===== src/rtl/clk_en_div_chain.sv =====
// Cascade of even-ratio dividers producing a one-cycle tick and a 50% square wave per stage.
// Optional build macro CLKDIV_SIM_FAST_EN adds a 'fast' input that forces every stage to divide by 2.
module clk_en_div_chain #(
  parameter int STAGES = 4,
  parameter int DIV    = 100
) (
  input  logic              clk_50MHz,
  input  logic              rst,
  input  logic              en,
  input  logic              clr,
`ifdef CLKDIV_SIM_FAST_EN
  input  logic              fast,
`endif
  output logic [STAGES-1:0] tick,
  output logic [STAGES-1:0] clk_out
);

  localparam int CNT_W = $clog2(DIV);

  if ((DIV < 2) || ((DIV % 2) != 0)) begin : g_bad_div
    $fatal(1, "clk_en_div_chain: DIV must be even and >= 2");
  end

  if (STAGES < 1) begin : g_bad_stages
    $fatal(1, "clk_en_div_chain: STAGES must be >= 1");
  end

  logic [CNT_W-1:0]  cnt [STAGES];
  logic [STAGES-1:0] adv;

`ifdef CLKDIV_SIM_FAST_EN
  // Using >= for the wrap test lets counters left above 1 by the slow ratio fall back to 0.
  logic [CNT_W-1:0] last_cnt;
  logic [CNT_W-1:0] half_cnt;

  assign last_cnt = fast ? CNT_W'(1) : CNT_W'(DIV - 1);
  assign half_cnt = fast ? '0        : CNT_W'(DIV / 2 - 1);
`else
  localparam logic [CNT_W-1:0] last_cnt = CNT_W'(DIV - 1);
  localparam logic [CNT_W-1:0] half_cnt = CNT_W'(DIV / 2 - 1);
`endif

  // Each stage advances on the registered tick of the one below, so skew is one cycle per stage.
  always_comb begin
    adv    = '0;
    adv[0] = en;
    for (int k = 1; k < STAGES; k++) begin
      adv[k] = en & tick[k-1];
    end
  end

  always_ff @(posedge clk_50MHz or negedge rst) begin
    if (!rst) begin
      for (int k = 0; k < STAGES; k++) begin
        cnt[k] <= '0;
      end
      tick    <= '0;
      clk_out <= '0;
    end else if (clr) begin
      for (int k = 0; k < STAGES; k++) begin
        cnt[k] <= '0;
      end
      tick    <= '0;
      clk_out <= '0;
    end else begin
      for (int k = 0; k < STAGES; k++) begin
        if (adv[k]) begin
          if (cnt[k] >= last_cnt) begin
            cnt[k]  <= '0;
            tick[k] <= 1'b1;
          end else begin
            cnt[k]  <= cnt[k] + CNT_W'(1);
            tick[k] <= 1'b0;
          end
          // Toggling at the midpoint and at the wrap gives an exact 50% duty cycle.
          if ((cnt[k] == half_cnt) || (cnt[k] >= last_cnt)) begin
            clk_out[k] <= ~clk_out[k];
          end
        end else begin
          tick[k] <= 1'b0;
        end
      end
    end
  end

endmodule


===== config.mk =====
export PLATFORM = sky130hd
export DESIGN_NAME = clk_en_div_chain
export DESIGN_NICKNAME = d
export VERILOG_FILES = /design/src/rtl/clk_en_div_chain.sv
export SDC_FILE = /design/constraint.sdc
export NUM_CORES = 1
export LEC_CHECK = 0
export ABC_AREA = 1
export BUFFER_PORTS_ARGS = -buffer_cell sky130_fd_sc_hd__clkbuf_2
export CELL_PAD_IN_SITES_DETAIL_PLACEMENT = 0
export CELL_PAD_IN_SITES_GLOBAL_PLACEMENT = 1
export CORE_MARGIN = 2
export CORE_UTILIZATION = 30
export DETAILED_ROUTE_END_ITERATION = 12
export PLACE_DENSITY = 0.55
export SYNTH_ARGS = -nofsm -noshare
export SYNTH_HDL_FRONTEND = slang
export SYNTH_SLANG_ARGS = --single-unit

===== constraint.sdc =====
create_clock -name clk_50MHz -period 1.42 [get_ports clk_50MHz]
set_clock_uncertainty 0.1 [all_clocks]
set_input_delay 0.071 -clock clk_50MHz [delete_from_list [all_inputs] [get_ports clk_50MHz]]
set_output_delay 0.071 -clock clk_50MHz [all_outputs]
set_load 0.03 [all_outputs]

# Yosys cells after proc, flatten, opt, wreduce, memory -nomap -nowiden
# Index checks and enable logic that the tools add are counted.
# word_totals
inputBits	4
output_inout_bits	8
register_bits	36
elab_cells	71
# op_classes
n_eq_ne	4
n_bitwise	7
magnitude_cmp	4
n_mux	27
n_reduce_logical	16
addsub	4
# op_table
operator	count
$mux 7	8
$add 7x1->7 const B	4
$eq 7x6->1 const B	4
$ge 7x7->1 const B	4
$mux 28	1
$mux 1	16
$reduce_bool 2->1	8
$mux 4	2
$reduce_and 2->1	4
$logic_or 1x1->1	4
$not 1->1	4
$and 1x1->1	3

# Longest topological paths before layout
# logic_depth
word_depth	5
mapped_depth	8

# Least setup slack after synthesis
# Ideal clock, no wire load.
# synth_timing
path_kind	flip-flop to flip-flop
from	register cnt[14] in the netlist's numbering
to	register clk_out[1]
stages_incl_launch_ff	8
arrival_ns	1.131
path_slack_ns	0.071
setup_time_ns	0.118
n_path_buf	0
cell_sequence	dfrtp_1 -> ha_1 -> nor2_1 -> nand3_1 -> nand2_1 -> nand3_1 -> nand3_1 -> nand2_1
# synth_between
elab_chain_len	4
# synth_rtl
element	line_no	text
start: declaration	28	logic [CNT_W-1:0] cnt [STAGES];
start signal: indexed assignment	72	cnt[k] <= cnt[k] + CNT_W'(1);
$ge 7x7->1 / $eq 7x6->1 (equally long branches)	76	if ((cnt[k] == half_cnt) || (cnt[k] >= last_cnt)) begin
$logic_or 1x1->1 *	76	
$reduce_bool 2->1 (no source line) *	n/a	
$reduce_and 2->1 (no source line) *	n/a	
end signal: indexed assignment	77	clk_out[k] <= ~clk_out[k];
end: declaration	15	output logic [STAGES-1:0] clk_out
# Every way passes the cells marked *; elsewhere a longest branch is shown, timed or not.
# A chain may end at the register's enable or synchronous reset.

# Final worst setup path
# layout_timing
from	register cnt[7] in the netlist's numbering
to	register cnt[10] in the netlist's numbering
# layout_between
elab_chain_len	4
# layout_rtl
element	line_no	text
$add 7x1->7 / $ge 7x7->1 (equally long branches)	72, 68	
$mux 7 *	68	if (cnt[k] >= last_cnt) begin
$mux 7 *	67	if (adv[k]) begin
$mux 28 *	59	end else if (clr) begin
# Every way passes the cells marked *; elsewhere a longest branch is shown, timed or not. The select of a mux whose other input is x is not followed.

==> results.cfg <==
[synth]
ys_warn_count = 0
syn_inst = 260
syn-num-nets = 272
ys_ff_latch = 36
yosysSeqAreaShare_pct = 45.5
synth_area_sq_mm = 0.00198
syn_area_per_cell_sq_um = 7.61
synthDistinctLibCells = 23

[floorplanning]
num_io_pins = 12
die_w_um = 85.2
initial_core_util_pct = 31.2
placementRows = 29
core_region_area_sq_mm = 0.00635
die_h_um = 85.2
dieArea_sq_mm = 0.00726

[sta]
layout_min_cycle_time_ps = 1370
fmax_ghz = 0.728
relSlewSlack_pct = 78.4
tns_ps = 0
report.final.slew_viol_count = 0
setup_violations = 0
rsz0062_at_grt = yes
finalHoldViolCount = 0
worstMarginPinSlew_ps = 323
fin_crit_sh_pct = 96.7
setup_slack_ps = 47.1
holdWs_ps = 72.1

[clock_tree]
cts_buffer_depth = 2
cts.sinks = 36
cts_tree = built
clkLatencyLatePin_ps = 290
cts-buffers-inserted = 5
root_buffer = clkbuf_8
clkTransAtPathRegs_ps = 80
htree_levels = 2

[layout]
n_antenna_cell = 0
fill_cells = 661
final_common_cell = nand2_1
fin_nets = 309
final_cell_mix = nand2_1, nor2_1, dfrtp_1
drive_gt1_share_pct = 27.9
syn2layout_area_growth_pct = 27.8

[status]
outcome = finished, final reports clean

[route]
viasPerCell = 4.51
route.detailed.drc = 0
dr.first_iter.drc_count = 31
postRouteAntennaNets = 0
vias = 1690
drtPass1Iterations = 4
avgRoutedWirePerCell_um = 11.9
routed_wl_um = 4450

[worst_setup_path]
worstSetupPathType = reg -> reg
critPathMaxFanout = 6
arrival_ps = 1490
critPathRequiredTime_ps = 1540
endpoint_kind = register
startpoint_type = register

[grt]
grt_pass1_wl_um = 7730
grt_max_degree = 37
overflow = 0
grt_pass1_vias = 1665
track_usage_pct = 13.4
antenna_found_initial = 0

[worst_hold_path]
hold_class = in -> reg

[power_and_ir_drop]
finalPower_mw = 2.14
leakagePower_nw = 1.22
peakVddDrop_v = 0.000737
p_per_area_mw_per_mm2 = 844

[placement]
place.gp.congestion = 0.767
hpwl_um = 3140
port_buffers = 11
dpl_worst_slack_ps = -31.9

[run]
max-cap-violations = 0
[power breakdown]
part	switching, mW	internal (mW)	leakage (nW)
sequential	0.00897	1.04	0.499
clock	0.399	0.520	0.0541
combinational	0.115	0.0543	0.663
total	0.523	1.61	1.22
[worst paths after layout]
check,startpoint,end,slack [ps],cells past startpoint
min,en,tick[2],70,3
max in group asynchronous,rst,cnt[13],840,3
min reg2reg,clk_out[1],clk_out[1],400,2
max,cnt[7],cnt[10],50,8
min in group asynchronous,rst,cnt[25],170,3
max reg2reg,cnt[7],cnt[10],50,8
[what timing repair did]
item	in CTS	in global routing
pin swaps	1	12
gates cloned	0	0
endpoints found under the hold margin	36	0
setup endpoints to repair	6	25
resized for setup	3	39
hold buffers	1	0
setup buffers	1	2
[routing by layer]
| layer | track usage, % | routed length [um] |
|---|---|---|
| met5 | 0 | 0 |
| met4 | 4.33 | 56 |
| met3 | 2.63 | 97 |
| met1 | 18.0 | 2220 |
| met2 | 21.8 | 2080 |
[final cells by class]
type | instances | area, sq um | area share, %
timing repair buffer | 34 | 243 | 9.60
clock buffer | 5 | 68.8 | 2.72
tap | 77 | 96.3 | 3.81
multi-input combinational | 189 | 1060 | 41.9
sequential | 36 | 901 | 35.6
inverter | 31 | 119 | 4.70
clock inverter | 3 | 42.5 | 1.68
[Yosys cell counts]
library cell | count | area, sq um
a21oi_1 | 14 | 70.1
nor3_1 | 2 | 10.0
nor2_2 | 1 | 6.26
ha_1 | 8 | 100
o21ai_0 | 8 | 40.0
nand2_4 | 1 | 11.3
o21a_1 | 1 | 7.51
xnor2_1 | 1 | 8.76
inv_4 | 1 | 6.26
o22ai_1 | 5 | 31.3
nand4_1 | 3 | 18.8
dfrtp_1 | 36 | 901
buf_6 | 3 | 33.8
nand2_2 | 3 | 18.8
nor2_1 | 42 | 158
a2bb2oi_1 | 1 | 8.76
buf_2 | 1 | 5.00
inv_2 | 2 | 7.51
nand3_1 | 29 | 145
a31oi_1 | 1 | 6.26
nand2_1 | 65 | 244
inv_1 | 28 | 105
xor2_1 | 4 | 35.0
[state kept, by name, indices dropped and copies added (netlist names)]
name,flops
cnt,28
tick,4
clk_out,4
[worst max-delay path, cell delays in order (launching register included)]
cell	delay, ps
dfrtp_1	420
ha_4	180
nor2_1	80
nand3_1	90
nand2_2	150
nand2_2	70
nand2_2	80
nand2_1	60
nor2_1	80
[kinds of logic (layout without fill, tap and decap cells)]
| group | Yosys count | count (layout) | share of synthesized area, % |
|---|---|---|---|
| AO/OA/AOI/OAI | 30 | 30 | 8.29 |
| XOR/XNOR | 5 | 5 | 2.21 |
| adder cells (fa/ha/maj) | 8 | 8 | 5.06 |
| buffers and inverters | 35 | 73 | 7.97 |
| flip-flops | 36 | 36 | 45.5 |
| AND/OR/NAND/NOR | 146 | 146 | 30.9 |
[metrics by stage]
stage / std cells / utilization [%] / cell area [sq um]
final: 375 / 39.8 / 2530
after detailed placement: 363 / 35.4 / 2250
after floorplan: 260 / - / 1980
after global placement: 363 / 35.4 / 2250
after global routing: 375 / 39.8 / 2530
after CTS: 373 / 37.6 / 2380
(Power assumes the default switching activity.)
